--- src/rtl/dcache_pkg.sv ---
// Shared types and constants for the DCache AXI write path.
package dcache_pkg;

  localparam int unsigned PADDR_SIZE = 32;
  localparam int unsigned XLEN       = 64;
  localparam int unsigned AXI_ID_W   = 6;

  // Base AXI ID owned by the DCache; the uncached source takes the next one.
  localparam logic [AXI_ID_W-1:0] DCACHE_ID = 6'd2;

  typedef struct packed {
    logic [PADDR_SIZE-1:0] addr;
    logic [7:0]            len;
    logic [2:0]            size;
    logic [AXI_ID_W-1:0]   id;
  } AxiAwReq;

  typedef struct packed {
    logic [XLEN-1:0]   data;
    logic [XLEN/8-1:0] wstrb;
    logic              last;
  } AxiWBeat;

  typedef enum logic {
    SRC_REP = 1'b0,
    SRC_UNC = 1'b1
  } src_e;

endpackage

--- src/rtl/dcache_write_arbiter_w_order_fifo.sv ---
// Records which source owns each granted AW so W beats are steered in grant order.
module dcache_write_arbiter_w_order_fifo
  import dcache_pkg::*;
#(
  parameter int unsigned DEPTH = 4
) (
  input  logic clk,
  input  logic rst,
  input  logic push,
  input  src_e push_src,
  input  logic pop,
  output logic full,
  output logic empty,
  output src_e head
);

  localparam int unsigned AW = $clog2(DEPTH);
  localparam logic [AW:0] PtrOne = {{AW{1'b0}}, 1'b1};

  // Pointers carry an extra direction bit so full and empty are distinguishable.
  logic [AW:0] wr_ptr_q;
  logic [AW:0] rd_ptr_q;
  src_e        mem_q [DEPTH];

  logic do_push;
  logic do_pop;

  assign full    = (wr_ptr_q[AW-1:0] == rd_ptr_q[AW-1:0]) && (wr_ptr_q[AW] != rd_ptr_q[AW]);
  assign empty   = (wr_ptr_q == rd_ptr_q);
  // Fullness is judged before a same-cycle pop; a pop never makes room for a push.
  assign do_push = push && !full;
  assign do_pop  = pop && !empty;
  assign head    = mem_q[rd_ptr_q[AW-1:0]];

  // Pointer advance on push/pop; reset empties the queue.
  always_ff @(posedge clk) begin
    if (rst) begin
      wr_ptr_q <= '0;
      rd_ptr_q <= '0;
    end else begin
      if (do_push) wr_ptr_q <= wr_ptr_q + PtrOne;
      if (do_pop)  rd_ptr_q <= rd_ptr_q + PtrOne;
    end
  end

  // Storage write; contents are don't-care while the slot is unoccupied.
  always_ff @(posedge clk) begin
    if (do_push) mem_q[wr_ptr_q[AW-1:0]] <= push_src;
  end

endmodule

--- src/rtl/dcache_write_arbiter.sv ---
// Arbitrates the DCache AXI write channel between the replace and uncached sources.
module dcache_write_arbiter
  import dcache_pkg::*;
#(
  parameter int unsigned         ORDER_DEPTH     = 4,
  parameter int unsigned         MAX_OUTSTANDING = 4,
  parameter logic [AXI_ID_W-1:0] REP_ID          = DCACHE_ID,
  parameter logic [AXI_ID_W-1:0] UNC_ID          = REP_ID + AXI_ID_W'(1)
) (
  input  logic                clk,
  input  logic                rst,
  // replace (line writeback) source
  input  logic                rep_aw_valid,
  output logic                rep_aw_ready,
  input  AxiAwReq             rep_aw,
  input  logic                rep_w_valid,
  output logic                rep_w_ready,
  input  AxiWBeat             rep_w,
  output logic                rep_b_valid,
  input  logic                rep_b_ready,
  output logic [1:0]          rep_b_resp,
  input  logic                rep_urgent,
  // uncached / MMIO store source
  input  logic                unc_aw_valid,
  output logic                unc_aw_ready,
  input  AxiAwReq             unc_aw,
  input  logic                unc_w_valid,
  output logic                unc_w_ready,
  input  AxiWBeat             unc_w,
  output logic                unc_b_valid,
  input  logic                unc_b_ready,
  output logic [1:0]          unc_b_resp,
  // downstream AXI master
  output logic                m_aw_valid,
  input  logic                m_aw_ready,
  output AxiAwReq             m_aw,
  output logic                m_w_valid,
  input  logic                m_w_ready,
  output AxiWBeat             m_w,
  input  logic                m_b_valid,
  output logic                m_b_ready,
  input  logic [AXI_ID_W-1:0] m_b_id,
  input  logic [1:0]          m_b_resp,
  // status
  output logic                idle,
  output logic                id_err
);

  localparam int unsigned CntW = $clog2(MAX_OUTSTANDING + 1);
  localparam logic [CntW:0] MaxOut = MAX_OUTSTANDING[CntW:0];
  localparam logic [CntW-1:0] CntOne = {{(CntW-1){1'b0}}, 1'b1};

  logic            slot_valid_q;
  AxiAwReq         slot_q;
  logic [CntW-1:0] out_cnt_q;
  src_e            rr_q;
  logic            id_err_q;

  logic    fifo_full;
  logic    fifo_empty;
  src_e    fifo_head;
  logic    fifo_pop;

  logic        aw_hs;
  logic        b_hs;
  logic [CntW:0] pending;
  logic        load_ok;
  logic        grant_rep;
  logic        grant_unc;
  logic        load;
  AxiAwReq     grant_aw;
  logic        id_unknown;

  // ---------------- AW stage ----------------
  assign aw_hs   = slot_valid_q && m_aw_ready;
  // Writes already downstream plus the one parked in the slot count against the limit.
  assign pending = {1'b0, out_cnt_q} + {{CntW{1'b0}}, slot_valid_q};
  assign load_ok = !rst && (!slot_valid_q || aw_hs) && !fifo_full && (pending < MaxOut);

  assign grant_rep = rep_aw_valid && (!unc_aw_valid || rep_urgent || (rr_q == SRC_REP));
  assign grant_unc = unc_aw_valid && !grant_rep;
  assign load      = load_ok && (grant_rep || grant_unc);

  assign rep_aw_ready = load_ok && grant_rep;
  assign unc_aw_ready = load_ok && grant_unc;

  // Winning bundle with the source's fixed AXI ID substituted.
  always_comb begin
    grant_aw    = grant_unc ? unc_aw : rep_aw;
    grant_aw.id = grant_unc ? UNC_ID : REP_ID;
  end

  // AW slot: holds the request stable until downstream accepts it.
  always_ff @(posedge clk) begin
    if (rst) begin
      slot_valid_q <= 1'b0;
      slot_q       <= '0;
    end else if (load) begin
      slot_valid_q <= 1'b1;
      slot_q       <= grant_aw;
    end else if (aw_hs) begin
      slot_valid_q <= 1'b0;
    end
  end

  // Round-robin pointer favours whichever source lost the last grant.
  always_ff @(posedge clk) begin
    if (rst) begin
      rr_q <= SRC_REP;
    end else if (load) begin
      rr_q <= grant_unc ? SRC_REP : SRC_UNC;
    end
  end

  assign m_aw_valid = slot_valid_q;
  assign m_aw       = slot_q;

  // ---------------- W steering ----------------
  dcache_write_arbiter_w_order_fifo #(
    .DEPTH(ORDER_DEPTH)
  ) u_w_order_fifo (
    .clk     (clk),
    .rst     (rst),
    .push    (load),
    .push_src(grant_unc ? SRC_UNC : SRC_REP),
    .pop     (fifo_pop),
    .full    (fifo_full),
    .empty   (fifo_empty),
    .head    (fifo_head)
  );

  // Only the source at the head of the order FIFO may drive W.
  always_comb begin
    m_w         = rep_w;
    m_w_valid   = 1'b0;
    rep_w_ready = 1'b0;
    unc_w_ready = 1'b0;
    if (!fifo_empty) begin
      if (fifo_head == SRC_UNC) begin
        m_w         = unc_w;
        m_w_valid   = unc_w_valid;
        unc_w_ready = m_w_ready;
      end else begin
        m_w         = rep_w;
        m_w_valid   = rep_w_valid;
        rep_w_ready = m_w_ready;
      end
    end
  end

  assign fifo_pop = m_w_valid && m_w_ready && m_w.last;

  // ---------------- B routing ----------------
  // Route by ID; responses with a foreign ID are swallowed and flagged.
  always_comb begin
    rep_b_valid = 1'b0;
    unc_b_valid = 1'b0;
    m_b_ready   = 1'b1;
    id_unknown  = 1'b0;
    if (m_b_id == REP_ID) begin
      rep_b_valid = m_b_valid;
      m_b_ready   = rep_b_ready;
    end else if (m_b_id == UNC_ID) begin
      unc_b_valid = m_b_valid;
      m_b_ready   = unc_b_ready;
    end else begin
      id_unknown  = 1'b1;
    end
  end

  assign rep_b_resp = m_b_resp;
  assign unc_b_resp = m_b_resp;
  assign b_hs       = m_b_valid && m_b_ready;

  // Sticky flag for responses carrying an ID this arbiter never issued.
  always_ff @(posedge clk) begin
    if (rst) begin
      id_err_q <= 1'b0;
    end else if (m_b_valid && id_unknown) begin
      id_err_q <= 1'b1;
    end
  end

  assign id_err = id_err_q;

  // Outstanding writes: AW accepted downstream without a B yet; never wraps below zero.
  always_ff @(posedge clk) begin
    if (rst) begin
      out_cnt_q <= '0;
    end else if (aw_hs && !b_hs) begin
      out_cnt_q <= out_cnt_q + CntOne;
    end else if (!aw_hs && b_hs && (out_cnt_q != '0)) begin
      out_cnt_q <= out_cnt_q - CntOne;
    end
  end

  assign idle = !slot_valid_q && fifo_empty && (out_cnt_q == '0);

endmodule

--- config.mk ---
export PLATFORM = sky130hd
export DESIGN_NAME = dcache_write_arbiter
export DESIGN_NICKNAME = d
export VERILOG_FILES = /design/src/rtl/dcache_pkg.sv /design/src/rtl/dcache_write_arbiter_w_order_fifo.sv /design/src/rtl/dcache_write_arbiter.sv
export SDC_FILE = /design/constraint.sdc
export NUM_CORES = 1
export LEC_CHECK = 0
export CAP_MARGIN = 10
export CORE_AREA = 2 2 154 156
export DETAILED_ROUTE_END_ITERATION = 10
export DIE_AREA = 0 0 156 158
export GPL_TIMING_DRIVEN = 0
export PLACE_DENSITY = 0.51
export SLEW_MARGIN = 20
export SYNTH_ARGS = -nofsm -noshare
export SYNTH_HDL_FRONTEND = slang
export SYNTH_HIERARCHICAL = 1
export SYNTH_SLANG_ARGS = --single-unit
--- constraint.sdc ---
create_clock -name clk -period 3.5 [get_ports clk]
set_clock_uncertainty 0.15 [all_clocks]
set_input_delay 0.7 -clock clk [delete_from_list [all_inputs] [get_ports clk]]
set_output_delay 0.7 -clock clk [all_outputs]
set_load 0.005 [all_outputs]
# --- Word-level counts from Yosys, hierarchy flattened ---
# Memory sizes are Yosys's and may differ from the RTL's. A register that Yosys moved wholly into a read port is not among the register bits.
# Index checks and enable logic that the tools add are counted.
word_totals:
  reg_bits: 61
  mem_bits_rw: 4
  input_bits: 264
  out_inout_bits: 137
  elab_cells: 87
  mem_count: 1
mem_list:
  columns: ["memory", "words", "width", "read_ports", "rd_ports_with_merged_regs", "write_ports", "line", "text"]
  rows:
  - ["u_w_order_fifo.mem_q", 4, 1, 1, 1, 1, "dcache_write_arbiter_w_order_fifo.sv:23", "src_e mem_q [DEPTH];"]
op_classes:
  addsub: 5
  order_cmp: 1
  eq_ne: 5
  mux: 27
  bitwise_logic: 1
  n_reduce_logical: 37
ops:
  columns: ["operator", "count"]
  rows:
  - ["$mux W73", 2]
  - ["$mux W49", 1]
  - ["$logic_and A1 B1 Y1", 21]
  - ["$mux W1", 20]
  - ["$eq A6 B2 Y1 const B", 2]
  - ["$add A3 B1 Y3 const B", 3]
  - ["$logic_not A1 Y1", 8]
  - ["$mux W3", 2]
  - ["$add A3 B1 Y4", 1]
  - ["$logic_or A1 B1 Y1", 4]
  - ["$lt A4 B3 Y1 const B", 1]
  - ["$mux W2", 2]
  - ["$reduce_bool A2 Y1", 2]
  - ["$eq A3 B3 Y1", 1]
  - ["$logic_not A3 Y1", 1]
  - ["$reduce_bool A3 Y1", 1]
  - ["$sub A3 B1 Y3 const B", 1]
  - ["$eq A2 B2 Y1", 1]
  - ["$ne A1 B1 Y1", 1]
  - ["$not A1 Y1", 1]

# --- Longest topological paths before layout ---
logic_depth:
  word_depth: 11
  depth_mapped: 10
  depth_no_buf: 8

# --- Modules after synthesis ---
# Netlist, hierarchy kept.
modules_own_cells:
  columns: ["module", "instances", "cells_each", "area_each_um2", "seq_area_each_um2"]
  rows:
  - ["dcache_write_arbiter", 1, 339, 3134.3, 1021.0]
  - ["dcache_write_arbiter_w_order_fifo", 1, 75, 732.0, 280.3]

# --- Worst setup path before layout ---
# OpenSTA, ideal clock, no wires.
synth_path:
  kind: "register to output"
  startpoint: "reg u_w_order_fifo.wr_ptr_q[0]"
  endpoint: "out m_w[10] (netlist name)"
  arrival_ns: 1.964
  t_required_ns: 2.650
  path_slack_ns: 0.686
  path_stages_with_launch: 7
  n_path_buf: 2
  path_cell_list: "dfxtp_1 -> xor2_1 -> nor3_1 -> nor2b_1 -> clkbuf_1 -> buf_2 -> mux2_2"
synth_rtl:
  columns: ["element", "line", "text"]
  rows:
  - ["start: declaration", "dcache_write_arbiter_w_order_fifo.sv:21", "logic [AW:0] wr_ptr_q;"]
  - ["start signal: assignment", "dcache_write_arbiter_w_order_fifo.sv:41", "if (do_push) wr_ptr_q <= wr_ptr_q + PtrOne;"]
  - ["end: declaration", "dcache_write_arbiter.sv:39", "output AxiWBeat m_w,"]

==> results.toml <==
[run_status]
outcome = "completed"

[setup_path]
path_max_fanout = 10
cp-start-kind = "flop"
r2r-start = "u_w_order_fifo/wr_ptr_q[1]$_SDFFE_PP0P_"
cp.arrival_ps = 2560
timing.critical_path.buf_inv = 4
r2r_end = "u_w_order_fifo/mem_q[2]$_DFFE_PP_"
path_common_cell = "buf_6"
slowest_stage = "clkdlybuf4s50_1"
cp_top_family = "buffers and inverters"
reg2reg_slack_ps = 540
cp_slowest_stage_delay_ps = 470
crit_type = "reg -> out"
reg2reg_depth = 13
crit_chain = "buf_6 -> xor2_4 -> nor3_4 -> nor2b_2 -> clkbuf_8 -> buf_6 -> mux2_2 -> clkdlybuf4s50_1"
end_kind = "primary output"
required_ps = 2650

[synthesis]
synthesis.area_um2 = 3870
ys_types = 47
async_flop_share_pct = 0
synth_top_area_share_pct = 30.6
ys.flop_type = "dfxtp_1"
synth-seq-cells = 63
synth_commonest_cells = "74 x mux2_2, 64 x nand2_1, 59 x dfxtp_1, 29 x a22oi_1, 23 x nor2_1"
yosysSeqAreaShare_pct = 33.7
yosysWarnings = 6
synth_area_per_cell_um2 = 9.34
yosysMostFrequentCell = "mux2_2"
synth_edf_count = 4
yosys-top-cells-area = "dfxtp_1 31%, mux2_2 22%, nand2_1 6.2%"
synthCells = 414
synth_top_area_cell = "dfxtp_1"

[drt]
avgViaCountPerCell = 4.11
routedWlPerCell_um = 18.7
vias = 4576
dr.pass1.iters = 4
drc_errors = 0
wirelength_mm = 20.8
drtAntennaViolNets = 0
drtIter0Drc = 100

[grt]
grtUsageTotal_pct = 15.8
antenna_found_initial = 4
grt_pass1_wl_mm = 28.5
grt_pass1_vias = 4542
overflow = 0
grt_max_degree = 17

[power]
power.leakage_nw = 3.32
power_frac_comb_pct = 53.4
switching_power_mw = 1.27
internal_power_mw = 2.83
ir_worst_vdd_v = 0.000188
pwr_density_cell_nw_per_um2 = 477
power_mw = 4.11
p_clk_share_pct = 22.1
switching_share_pct = 31.0
power_frac_seq_pct = 24.5

[floorplan]
placementRows = 56
dieWidth_um = 156
start_util_pct = 16.8
core_um2 = 23100
die_h_um = 158
die_area_um2 = 24600
pin_count = 401

[job]
cap_violations = 0

[timing]
finalCriticalPeriod_ps = 3410
hold_violations = 0
setup-tns-final_ps = 0
worst_pin_slew_ps = 685
slew_headroom_pct = 54.3
max_freq_ghz = 0.293
final.period_utilization_pct = 97.4
final-max-slew-violation-count = 0
setup_viol = 0
rsz0062_at_grt = "yes"

[place]
io_buffers = 382
dp.final_hpwl_mm = 18.0
place_congestion = 0.766
placed_cell_area_um2 = 8060

[layout]
stdcell_area_um2 = 8600
multi_input_comb_area_um2 = 2430
seqCellArea_um2 = 1310
syn_to_final_growth_pct = 122
layout.nets = 1086
layout-drive-gt1-share_pct = 18.3
n_fill_cell = 2394

[clock_network]
clk_transition_reported_paths_ps = 50
clock-sinks = 63
numCtsBuffers = 9
cts_tree = "done"
htreeDepth = 3
cts_hold_buf = 0
clkLatencyLatePin_ps = 320
ctsRootBufferMaster = "clkbuf_16"
clock_path_buffers = 2

[worst_hold_path]
hold_end = "m_aw[40]$_SDFFE_PP0P_"
hp-start = "m_aw[40]$_SDFFE_PP0P_"
whs_path_depth = 2
worstHoldPathType = "reg -> reg"
layout by cell type (no fill, tap or decap), types with 4 or more instances in the layout:
master and count:
nor2_1 23, mux2i_1 19, buf_2 8, buf_6 10, mux2_2 74, a21oi_1 5, a211oi_1 12, nand2_1 64
dfxtp_2 5, conb_1 4, nor3b_1 6, clkbuf_16 9, clkbuf_1 4, nand3_1 6, ha_1 5, buf_4 15
inv_1 10, and2_1 5, nor3_1 4, dlymetal6s2s_1 4, dlygate4sd2_1 4, a22oi_1 29, edfxtp_1 4, dfxtp_1 54
clkdlybuf4s50_1 374, nand4_1 6, nor2b_1 4, o21ai_0 6
power by group through the flow:
stage	Clock, mW	Sequential (mW)	Combinational, mW
CTS	0.942	1.01	2.21
global route	0.970	1.03	2.37
finish	0.909	1.01	2.19
floorplan	0	1.01	0.853
global placement	0	1.01	2.13
detailed placement	0	1.01	2.12
final cells by class:
type,count,area share [%]
timing repair buffer,388,45.0
multi-input combinational,309,28.2
sequential,63,15.2
tap,290,4.22
buffer,34,3.16
clock buffer,11,2.94
clock inverter,5,0.655
inverter,11,0.480
antenna,3,0.0873
tightest hold or removal path: cells and delay by family, from the launching register on:
family | cells | cell delay [ps]
simple gates | 2 | 90
flops | 1 | 300
per-stage QoR:
step,hold WS [ps],setup slack (ps),std cells,utilization [%]
floorplan,285,686,417,-
global placement,275,-627,1089,35.0
detailed placement,278,-619,1089,35.0
CTS,286,2.24,1109,37.0
global route,301,-3.57,1114,37.3
finish,283,89.9,1114,37.3
kinds of logic after synthesis:
| group | after synthesis | share of synthesized area, % |
|---|---|---|
| AOI/OAI and AO/OA | 69 | 13.8 |
| DFF | 63 | 33.7 |
| buffers and inverters | 45 | 6.28 |
| xor gates and xnor gates | 7 | 1.78 |
| muxes | 94 | 27.1 |
| adders and majority gates | 6 | 2.14 |
| and+or+nand+nor | 129 | 15.2 |
| other | 1 | 0.0970 |
timing repair:
| item | CTS | global route |
|---|---|---|
| pin swaps | 5 | 2 |
| resized for setup | 35 | 16 |
| setup endpoints to repair | 78 | 34 |
| hold endpoints to repair | 0 | 0 |
| buffers inserted | 4 | 2 |
per-layer routing:
layer | wire length, µm | global-route usage [%] | vias to the layer above
met4 | 406 | 5.20 | 2
met3 | 1960 | 5.64 | 21
met5 | 16 | 0 | -
li1 | - | - | 2274
met1 | 7430 | 16.1 | 2053
met2 | 11000 | 29.9 | 226
flip-flops by register name (all words and copies together), names as in the netlist, named ones only:
name	count
id_err	1
m_aw	45
m_aw_valid	1
out_cnt_q	3
rr_q	1
u_w_order_fifo/mem_q	4
u_w_order_fifo/rd_ptr_q	3
u_w_order_fifo/wr_ptr_q	3
how the worst max path moves through the flow:
stage | slack, ps | to | from | depth (start not counted)
4_1_cts | 2 | unc_aw_ready | rep_urgent | 6
3_3_place_gp | -630 | m_w[38] | u_w_order_fifo/wr_ptr_q[0]$_SDFFE_PP0P_ | 7
2_1_floorplan | 690 | m_w[10] | u_w_order_fifo/wr_ptr_q[0]$_SDFFE_PP0P_ | 6
3_5_place_dp | -620 | m_w[38] | u_w_order_fifo/wr_ptr_q[0]$_SDFFE_PP0P_ | 7
6_report | 90 | m_w[4] | u_w_order_fifo/wr_ptr_q[1]$_SDFFE_PP0P_ | 8
5_1_grt | -4 | m_w[40] | u_w_order_fifo/wr_ptr_q[1]$_SDFFE_PP0P_ | 8
No activity file was read; power rests on OpenSTA's default activity.
